`config.mk`:
```
export PLATFORM = sky130hd
export DESIGN_NAME = majority_detector
export DESIGN_NICKNAME = d
export VERILOG_FILES = /design/src/rtl/majority_pkg.sv /design/src/rtl/disagree_counter.sv /design/src/rtl/majority_detector.sv
export SDC_FILE = /design/constraint.sdc
export NUM_CORES = 1
export LEC_CHECK = 0
export BUFFER_PORTS_ARGS = -buffer_cell sky130_fd_sc_hd__buf_2
export CORE_UTILIZATION = 40
export CTS_BUF_LIST = sky130_fd_sc_hd__clkbuf_8
export DETAILED_ROUTE_END_ITERATION = 8
export PLACE_DENSITY = 0.66
export SLEW_MARGIN = 20
export SYNTH_ARGS = -nofsm -noshare
export SYNTH_HDL_FRONTEND = slang
export SYNTH_SLANG_ARGS = --single-unit
```
`constraint.sdc`:
```
create_clock -name clk -period 2.1 [get_ports clk]
set_input_delay 0.21 -clock clk [delete_from_list [all_inputs] [get_ports clk]]
set_output_delay 0.21 -clock clk [all_outputs]
set_load 0.01 [all_outputs]
```
`src/rtl/majority_pkg.sv`:
```
// Shared constants for the TMR majority vote point and its disagreement monitors.
package majority_pkg;

  localparam int unsigned CNT_W_DEF        = 8;
  localparam int unsigned FAULT_THRESH_DEF = 4;

  localparam int unsigned CH_A = 0;
  localparam int unsigned CH_B = 1;
  localparam int unsigned CH_C = 2;

endpackage

```
`src/rtl/disagree_counter.sv`:
```
// Per-channel saturating disagreement counter with a sticky threshold fault flag.
module disagree_counter #(
  parameter int unsigned CNT_W        = 8,
  parameter int unsigned FAULT_THRESH = 4
) (
  input  logic             clk_i,
  input  logic             rst_ni,
  input  logic             clr_i,
  input  logic             inc_i,
  output logic [CNT_W-1:0] cnt_o,
  output logic             fault_o
);

  localparam logic [CNT_W-1:0] CntMax = '1;
  localparam logic [CNT_W-1:0] Thresh = CNT_W'(FAULT_THRESH);

  logic [CNT_W-1:0] cnt_d, cnt_q;
  logic             fault_d, fault_q;

  always_comb begin
    cnt_d   = cnt_q;
    fault_d = fault_q;
    if (clr_i) begin
      cnt_d   = '0;
      fault_d = 1'b0;
    end else begin
      if (inc_i && (cnt_q != CntMax)) begin
        cnt_d = cnt_q + 1'b1;
      end
      // Compare the next count so the flag rises on the edge the count reaches the threshold.
      if (cnt_d >= Thresh) begin
        fault_d = 1'b1;
      end
    end
  end

  always_ff @(posedge clk_i or negedge rst_ni) begin
    if (!rst_ni) begin
      cnt_q   <= '0;
      fault_q <= 1'b0;
    end else begin
      cnt_q   <= cnt_d;
      fault_q <= fault_d;
    end
  end

  assign cnt_o   = cnt_q;
  assign fault_o = fault_q;

endmodule

```
`src/rtl/majority_detector.sv`:
```
// Three-input TMR majority voter with a zero-latency vote, a registered copy and
// per-channel disagreement counting with sticky fault flags.
module majority_detector
  import majority_pkg::*;
#(
  parameter int unsigned CNT_W        = CNT_W_DEF,
  parameter int unsigned FAULT_THRESH = FAULT_THRESH_DEF
) (
  input  logic             clk,
  input  logic             rst_n,
  input  logic             a,
  input  logic             b,
  input  logic             c,
  input  logic             clr,
  output logic             m,
  output logic             m_q,
  output logic             unanimous,
  output logic             dis_a,
  output logic             dis_b,
  output logic             dis_c,
  output logic [CNT_W-1:0] cnt_a,
  output logic [CNT_W-1:0] cnt_b,
  output logic [CNT_W-1:0] cnt_c,
  output logic             fault_a,
  output logic             fault_b,
  output logic             fault_c,
  output logic             any_fault
);

  logic [2:0]       in_vec;
  logic [2:0]       dis_vec;
  logic [2:0]       fault_vec;
  logic [CNT_W-1:0] cnt_vec [3];

  assign in_vec[CH_A] = a;
  assign in_vec[CH_B] = b;
  assign in_vec[CH_C] = c;

  // The vote never consults fault state: no channel is ever masked.
  assign m         = (a & b) | (a & c) | (b & c);
  assign dis_vec   = in_vec ^ {3{m}};
  assign unanimous = (&in_vec) | ~(|in_vec);

  for (genvar i = 0; i < 3; i++) begin : g_ch
    disagree_counter #(
      .CNT_W        (CNT_W),
      .FAULT_THRESH (FAULT_THRESH)
    ) u_cnt (
      .clk_i   (clk),
      .rst_ni  (rst_n),
      .clr_i   (clr),
      .inc_i   (dis_vec[i]),
      .cnt_o   (cnt_vec[i]),
      .fault_o (fault_vec[i])
    );
  end

  always_ff @(posedge clk or negedge rst_n) begin
    if (!rst_n) begin
      m_q <= 1'b0;
    end else begin
      m_q <= m;
    end
  end

  assign dis_a     = dis_vec[CH_A];
  assign dis_b     = dis_vec[CH_B];
  assign dis_c     = dis_vec[CH_C];
  assign cnt_a     = cnt_vec[CH_A];
  assign cnt_b     = cnt_vec[CH_B];
  assign cnt_c     = cnt_vec[CH_C];
  assign fault_a   = fault_vec[CH_A];
  assign fault_b   = fault_vec[CH_B];
  assign fault_c   = fault_vec[CH_C];
  assign any_fault = |fault_vec;

endmodule

```
==> out/metrics.cfg, run 1 <==
[global_route]
grt_pass1_vias=1319
grt_max_degree=29
grt_overflow=0
antenna_found_initial=0
track_usage_pct=17.80
grt_pass1_wl_um=6092

[yosys]
synth_common_cells=dfrtp_1, nor2_1, nand2_1
synth_edf_count=0
synth.distinct_cells=45
synth_area_sq_um=1699
synth_top_area_share_pct=41.24
synth_flop_cell=dfrtp_1
synth-seq-cells=28
ys_seq_area_share_pct=41.24
synth_top_cell_by_area=dfrtp_1
syn-num-nets=196
ys.warnings.count=0
async_flop_share_pct=100.0
synth.most_common_cell=dfrtp_1
synth_area_leaders=dfrtp_1, nor2_1, mux2i_1, xor2_1, nand3_1
synthesis.area_per_instance_sq_um=9.086
synthCells=187

[critical_path]
r2r_setup_slack_ps=170
path_class=flop to flop
critPathArrivalTime_ps=2080
cpMaxStageDelayCell=dfrtp_1
cp.required_ps=2250
cp-start-kind=flop
crit_fanout=5
crit_path_cell_trace=ha_2 -> nand4_1 -> a211oi_2 -> mux2i_1 -> a31oi_1 -> or3_1
crit_path_end_kind=flop
max_stage_delay_ps=430

[die]
die_height_um=67.18
io_pins=40
die_w_um=67.18
rows=23
floorplan.initialDensity_pct=42.17
dieArea_sq_um=4512
core_sq_um=4029

[finish]
insertedDiodeCount=0
nFillCells=436
num-nets-final=238
syn2layout_area_growth_pct=17.60
fin_cells=277
layout-drive-gt1-share_pct=22.91

[timing]
hold_viol_final=0
timing.fmax_mhz=518.3
whs_ps=277.6
slew_headroom_pct=57.90
fin_crit_sh_pct=91.87
rsz0062_at_grt=false
layout_setup_ws_ps=170.8
tightest_slew_ps=631.5
clock_skew_ps=6.335
finalCriticalPeriod_ps=1929
drv_slew=0
tns_ps=0
setup_viol=0

[run_status]
status=complete, no violations

[flow_run]
cap_viol_max_count=0

[placement]
portBuffers=39
hpwlAfterDp_um=2715
dp.cells=273
gp_congestion=0.8266
place_ws_ps=123.9

[detailed_routing]
num_vias=1522
finalWirelength_um=3726
firstDrtPassIters=4
avgViaCountPerCell=5.495
drt_iter0_markers=51
drc=0
detail-route-antenna-nets=0
wl_per_cell_um=13.45

[power_and_ir_drop]
powerDensity_nw_per_um2=477.3
p_leak_nw=0.9808
vdd_drop_max_mv=0.2702

[clocking]
cts.sinks=28
root_buffer=clkbuf_8
cts_tree=done
cts_buffer_depth=2
cts_setup_buffers=0
clk_latency_ps=270
htree_levels=1
cts_buffers=3
cts.clk_slew.worst_paths_ps=90

[worst_hold_path]
hp-class=input port to flop

## cell families after synthesis
logic type                 after synthesis  share of synthesized area, %
and+or+nand+nor                         91                         28.06
muxes                                    8                         4.713
DFF                                     28                         41.24
xor gates and xnor gates                11                         5.671
AOI/OAI and AO/OA                       35                         14.73
adders and majority gates                4                         2.798
buffers and inverters                   10                         2.798
## path summary, 6_finish.rpt
check | cells past startpoint | endpoint | startpoint
max | 6 | g_ch[2].u_cnt.fault_o | g_ch[2].u_cnt.cnt_o[1]
min in group asynchronous | 2 | g_ch[0].u_cnt.cnt_o[1] | rst_n
max in group asynchronous | 2 | g_ch[0].u_cnt.cnt_o[6] | rst_n
min | 2 | g_ch[0].u_cnt.cnt_o[2] | clr
max reg2reg | 6 | g_ch[2].u_cnt.fault_o | g_ch[2].u_cnt.cnt_o[1]
min reg2reg | 2 | g_ch[0].u_cnt.cnt_o[1] | g_ch[0].u_cnt.cnt_o[1]
## metrics by stage
stage | cell area [sq um] | utilization (%) | power (mW)
2_1_floorplan | 1699 | - | 0.6273
3_3_place_gp | 1939 | 48.14 | 0.6734
3_5_place_dp | 1939 | 48.14 | 0.6751
4_1_cts | 1991 | 49.41 | 0.9749
5_1_grt | 1998 | 49.60 | 1.010
6_report | 1998 | 49.60 | 0.9537
## cell type report
type	count	area [sq um]	area share, %
clock buffers	3	41.29	2.066
inverters	6	22.52	1.127
multi-input cells	149	958.4	47.96
flip-flops and latches	28	700.7	35.07
well taps	50	62.56	3.131
repair buffers	41	212.7	10.64
## sequential cells by signal, summed over array words and instances, names as in the netlist
register and flops:
g_ch.u_cnt.cnt_o 24, g_ch.u_cnt.fault_o 3, m_q 1
## timing repair
item	4_1_cts	5_1_grt
setup endpoints to repair	0	1
gates resized for setup	0	2
hold endpoints to repair	28	0
hold buffers	1	0
## where the power goes
group,switching [mW],internal (mW)
clock,0.160,0.129
sequential,0.0109,0.549
combinational,0.0660,0.0391
## critical path, delay by kind of cell, from the launching register on
kind / cells / cell delay [ps]
DFF: 1 / 430
muxes: 1 / 270
and+or+nand+nor: 2 / 530
AOI/OAI and AO/OA: 2 / 340
adders and majority gates: 1 / 240
## per-layer routing
layer,track usage (%),wire [um]
met5,0,0
met4,4.255,23
met3,4.223,154
met2,28.50,1744
met1,24.13,1804
## cells in the final DEF (no fill, tap or decap), types with 3 or more instances in the layout
cell type,Yosys,layout
a21oi_1,8,8
a41oi_1,3,3
and3_1,4,4
buf_2,0,39
clkbuf_8,1,3
dfrtp_1,28,28
inv_1,6,6
mux2i_1,8,8
nand2_1,16,16
nand2b_1,5,5
nand3_1,12,12
nand3b_1,3,3
nand4_1,9,9
nor2_1,23,23
o21ai_0,7,7
or2_2,3,3
or3_1,4,4
xnor2_1,3,3
xor2_1,8,8
No activity file was read; power rests on OpenSTA's default activity.
==> run 2, diff against run 1 <==
--- a/config.mk
+++ b/config.mk
@@ -10,6 +10,7 @@
 export CTS_BUF_LIST = sky130_fd_sc_hd__clkbuf_8
 export DETAILED_ROUTE_END_ITERATION = 8
 export PLACE_DENSITY = 0.66
+export REMOVE_ABC_BUFFERS = 1
 export SLEW_MARGIN = 20
 export SYNTH_ARGS = -nofsm -noshare
 export SYNTH_HDL_FRONTEND = slang
==> constraint.sdc (replaced) <==
create_clock -name clk -period 1.9 [get_ports clk]
set_input_delay 0.19 -clock clk [delete_from_list [all_inputs] [get_ports clk]]
set_output_delay 0.19 -clock clk [all_outputs]
set_load 0.01 [all_outputs]
==> out/metrics.cfg, run 2 (synthesized netlist as in run 1, its figures left out) <==
[global_route]
grt_overflow=0
grt_max_degree=29
track_usage_pct=18.29
grt_pass1_vias=1388
antenna_found_initial=0
grt_pass1_wl_um=6292

[worst_hold_path]
hp-class=input port to flop

[timing]
slew_headroom_pct=57.56
drv_slew=0
finalCriticalPeriod_ps=1830
setup_viol=0
layout_setup_ws_ps=70.03
hold_viol_final=0
whs_ps=299.1
tns_ps=0
tightest_slew_ps=636.6
timing.fmax_mhz=546.5
fin_crit_sh_pct=96.31
clock_skew_ps=2.121

[finish]
largest_reg_flops=24
syn2layout_area_growth_pct=25.33
final_cell_mix=buf_2, dfrtp_1, nor2_1, buf_4, nand2_1
layout_commonest_cell=buf_2
layout-drive-gt1-share_pct=27.87
insertedDiodeCount=0
final_util_pct=52.86
num-nets-final=254
nFillCells=398

[power_and_ir_drop]
powerDensity_nw_per_um2=529.3
power_mw=1.127
p_leak_nw=1.069
vdd_drop_max_mv=0.3595

[flow_run]
cap_viol_max_count=0

[clocking]
htree_levels=1
cts.clk_slew.worst_paths_ps=100
cts.sinks=28
cts_buffers=3
root_buffer=clkbuf_8
cts_buffer_depth=2
cts_tree=done
clk_latency_ps=280

[detailed_routing]
finalWirelength_um=3915
avgViaCountPerCell=5.391
drc=0
detail-route-antenna-nets=0
firstDrtPassIters=4
wl_per_cell_um=13.32
drt_iter0_markers=126
num_vias=1585

[critical_path]
crit_path_end_kind=flop
critPathArrivalTime_ps=1990
cp.required_ps=2060
crit_fanout=2
path_class=flop to flop
cp-start-kind=flop

[die]
die_height_um=67.18
dieArea_sq_um=4512
die_w_um=67.18
core_sq_um=4029
rows=23
io_pins=40
floorplan.initialDensity_pct=42.17

[placement]
portBuffers=39
gp_congestion=0.8850
place_ws_ps=-11.45
hpwlAfterDp_um=2912

[run_status]
status=complete, no violations

run 2: changes by cell type in the layout (fill, tap and decap cells not counted), sizes merged:
cell / delta
clkbuf: +1
buf: +16
run 2: layout make-up:
cell class | count | area, sq um | share of cell area (%)
Tap cell | 50 | 62.56 | 2.938
Inverter | 6 | 22.52 | 1.058
Sequential cell | 28 | 700.7 | 32.90
Timing Repair Buffer | 57 | 332.8 | 15.63
Multi-Input combinational cell | 149 | 955.9 | 44.89
Clock buffer | 4 | 55.05 | 2.585
run 2: final timing paths:
check / start / to / slack [ps] / cells past startpoint
setup / recovery: g_ch[2].u_cnt.cnt_o[0] / g_ch[2].u_cnt.fault_o / 70 / 6
hold / removal: clr / g_ch[2].u_cnt.cnt_o[6] / 300 / 2
setup reg to reg: g_ch[2].u_cnt.cnt_o[0] / g_ch[2].u_cnt.fault_o / 70 / 6
hold reg to reg: g_ch[1].u_cnt.cnt_o[1] / g_ch[1].u_cnt.cnt_o[1] / 590 / 2
max in group asynchronous: rst_n / g_ch[2].u_cnt.cnt_o[7] / 1020 / 2
min in group asynchronous: rst_n / g_ch[0].u_cnt.cnt_o[3] / 460 / 2
run 2: stage by stage:
step | instances | area, sq um
after global placement | 287 | 2044
after floorplan | 183 | 1674
after detailed placement | 287 | 2044
final | 294 | 2130
after CTS | 292 | 2110
after global routing | 294 | 2130
run 2: what timing repair did:
item / in CTS / in global routing
resized for setup: 0 / 1
hold buffers: 1 / 0
endpoints found under the hold margin: 28 / 0
buffers inserted: 0 / 2
setup endpoints to repair: 0 / 1
run 2: critical path, cell delays in order (launching register included):
cell and delay, ps:
dfrtp_1 360, ha_1 180, nand4_1 150, a211oi_2 250, mux2i_1 270, a31oi_1 110
or3_1 390
run 2: power by group:
group	total, mW	switching (mW)	leakage, nW	internal [mW]
Sequential	0.616	0.00941	0.387	0.607
Clock	0.379	0.193	0.0288	0.186
Combinational	0.133	0.0787	0.654	0.0538
run 2: layer usage:
layer / vias up / global-route usage (%) / share of wire, %
li1: 789 / - / -
met1: 755 / 26.29 / 49
met2: 37 / 27.88 / 46
met3: 4 / 3.547 / 3.8
met4: 0 / 4.787 / 0.97
met5: - / 0 / 0
==> run 3, diff against run 2 <==
--- a/config.mk
+++ b/config.mk
@@ -5,7 +5,9 @@
 export SDC_FILE = /design/constraint.sdc
 export NUM_CORES = 1
 export LEC_CHECK = 0
+export ABC_AREA = 1
 export BUFFER_PORTS_ARGS = -buffer_cell sky130_fd_sc_hd__buf_2
+export CAP_MARGIN = 10
 export CORE_UTILIZATION = 40
 export CTS_BUF_LIST = sky130_fd_sc_hd__clkbuf_8
 export DETAILED_ROUTE_END_ITERATION = 8
==> out/metrics.cfg, run 3 <==
[detailed_routing]
avgViaCountPerCell=4.886
detail-route-antenna-nets=0
finalWirelength_um=4276
drc=0
wl_per_cell_um=11.37
firstDrtPassIters=6
num_vias=1837
drt_iter0_markers=81

[finish]
layout_commonest_cell=nand2_1
num-nets-final=334
nFillCells=457
multi_input_area_sq_um=1028
final_cell_mix=nand2_1, nor2_1, buf_2, nand3_1, inv_1
largest_reg_flops=24
layout-drive-gt1-share_pct=23.46
syn2layout_area_growth_pct=17.33
insertedDiodeCount=0
regArea_sq_um=700.7

[global_route]
grt_pass1_vias=1623
grt_pass1_wl_um=7431
grt_max_degree=29
track_usage_pct=18.25
grt_overflow=0
antenna_found_initial=0

[yosys]
synth_area_sq_um=1899
synth_common_cells=nand2_1, nor2_1, nand3_1
ys.warnings.count=0
synth.most_common_cell=nand2_1
synth_top_area_share_pct=36.89
synth.distinct_cells=20
synth_area_leaders=dfrtp_1, nand2_1, nand3_1, nor2_1, inv_1
synthesis.area_per_instance_sq_um=6.783
synth-seq-cells=28
synth_flop_cell=dfrtp_1
synth_top_cell_by_area=dfrtp_1
async_flop_share_pct=100.0
synth_edf_count=0
synthCells=280
ys_seq_area_share_pct=36.89

[power_and_ir_drop]
vdd_drop_max_mv=0.3162
powerDensity_nw_per_um2=568.4
p_leak_nw=1.217

[timing]
tns_ps=0
slew_headroom_pct=56.83
setup_viol=0
drv_slew=0
timing.fmax_mhz=577.4
rsz0062_at_grt=false
fin_crit_sh_pct=91.16
finalCriticalPeriod_ps=1732
hold_viol_final=0
tightest_slew_ps=647.5
layout_setup_ws_ps=168.0
clock_skew_ps=4.807

[clocking]
htree_levels=1
root_buffer=clkbuf_8
cts_setup_buffers=0
cts_buffers=3
cts.clk_slew.worst_paths_ps=100
clk_latency_ps=270
ctsHoldBuffers=1
cts_buffer_depth=2
cts_tree=done
cts_resized=0
cts.sinks=28

[critical_path]
cp.required_ps=2080
cp-start-kind=flop
critPathArrivalTime_ps=1910
crit_fanout=7
crit_path_end_kind=flop
path_class=flop to flop

[flow_run]
cap_viol_max_count=0

[die]
die_w_um=70.91
die_height_um=70.91
io_pins=40
core_sq_um=4444
rows=24
dieArea_sq_um=5028
floorplan.initialDensity_pct=42.74

[placement]
portBuffers=39
hpwlAfterDp_um=3225
gp_congestion=0.8577
place_ws_ps=209.8

[run_status]
status=complete, no violations

[worst_hold_path]
hp-class=input port to flop

==> run 3: final timing paths <==
check	to	cells past startpoint	slack (ps)	start
worst max-delay path	g_ch[0].u_cnt.fault_o	12	170	g_ch[0].u_cnt.cnt_o[0]
worst min-delay path	m_q	3	260	a
worst max register to register	g_ch[0].u_cnt.fault_o	12	170	g_ch[0].u_cnt.cnt_o[0]
worst min register to register	g_ch[0].u_cnt.cnt_o[0]	1	580	g_ch[0].u_cnt.cnt_o[0]
max in group asynchronous	g_ch[2].u_cnt.cnt_o[3]	2	1010	rst_n
min in group asynchronous	g_ch[0].u_cnt.cnt_o[5]	2	470	rst_n
==> run 3: power by group <==
part	internal (mW)	total [mW]	switching, mW
Sequential	0.621	0.648	0.0267
Clock	0.186	0.373	0.188
Combinational	0.0888	0.246	0.157
==> run 3: area by class of cell <==
type | count | area share [%]
repair buffers | 45 | 10.89
well taps | 52 | 2.920
inverters | 35 | 6.120
flip-flops and latches | 28 | 31.44
clock buffers | 4 | 2.471
multi-input cells | 212 | 46.15
==> run 3: kinds of logic after synthesis <==
group	after synthesis	share of synthesized area [%]
AND/OR/NAND/NOR	179	43.08
buffers and inverters	40	8.958
flip-flops	28	36.89
AO/OA/AOI/OAI	25	6.786
XOR/XNOR	5	2.306
adder cells (fa/ha/maj)	3	1.976
==> run 3: per-stage QoR <==
step	power [mW]	util [%]	std cells	cell area, sq um	hold slack, ps
6_report	1.267	50.14	376	2228	259.4
2_1_floorplan	0.8017	-	275	1866	-105.6
5_1_grt	1.348	50.14	376	2228	320.5
3_3_place_gp	0.9036	48.68	371	2163	253.2
4_1_cts	1.285	50.14	376	2228	252.7
3_5_place_dp	0.9054	48.68	371	2163	258.1
==> run 3: routing by layer <==
metal	wire length, um	global-route usage [%]
met4	17	4.000
met1	2107	25.50
met3	170	2.279
met5	0	0
met2	1980	30.45
==> run 3: worst max-delay path: stages, from the launching register on <==
cell	delay [ps]
dfrtp_1	460
ha_1	260
nand2_2	80
nor2_1	90
nand2_1	140
nand2_4	150
inv_4	70
nand2_2	70
nand2_1	50
nor2_1	100
nand3_1	80
nand2_1	60
inv_1	40
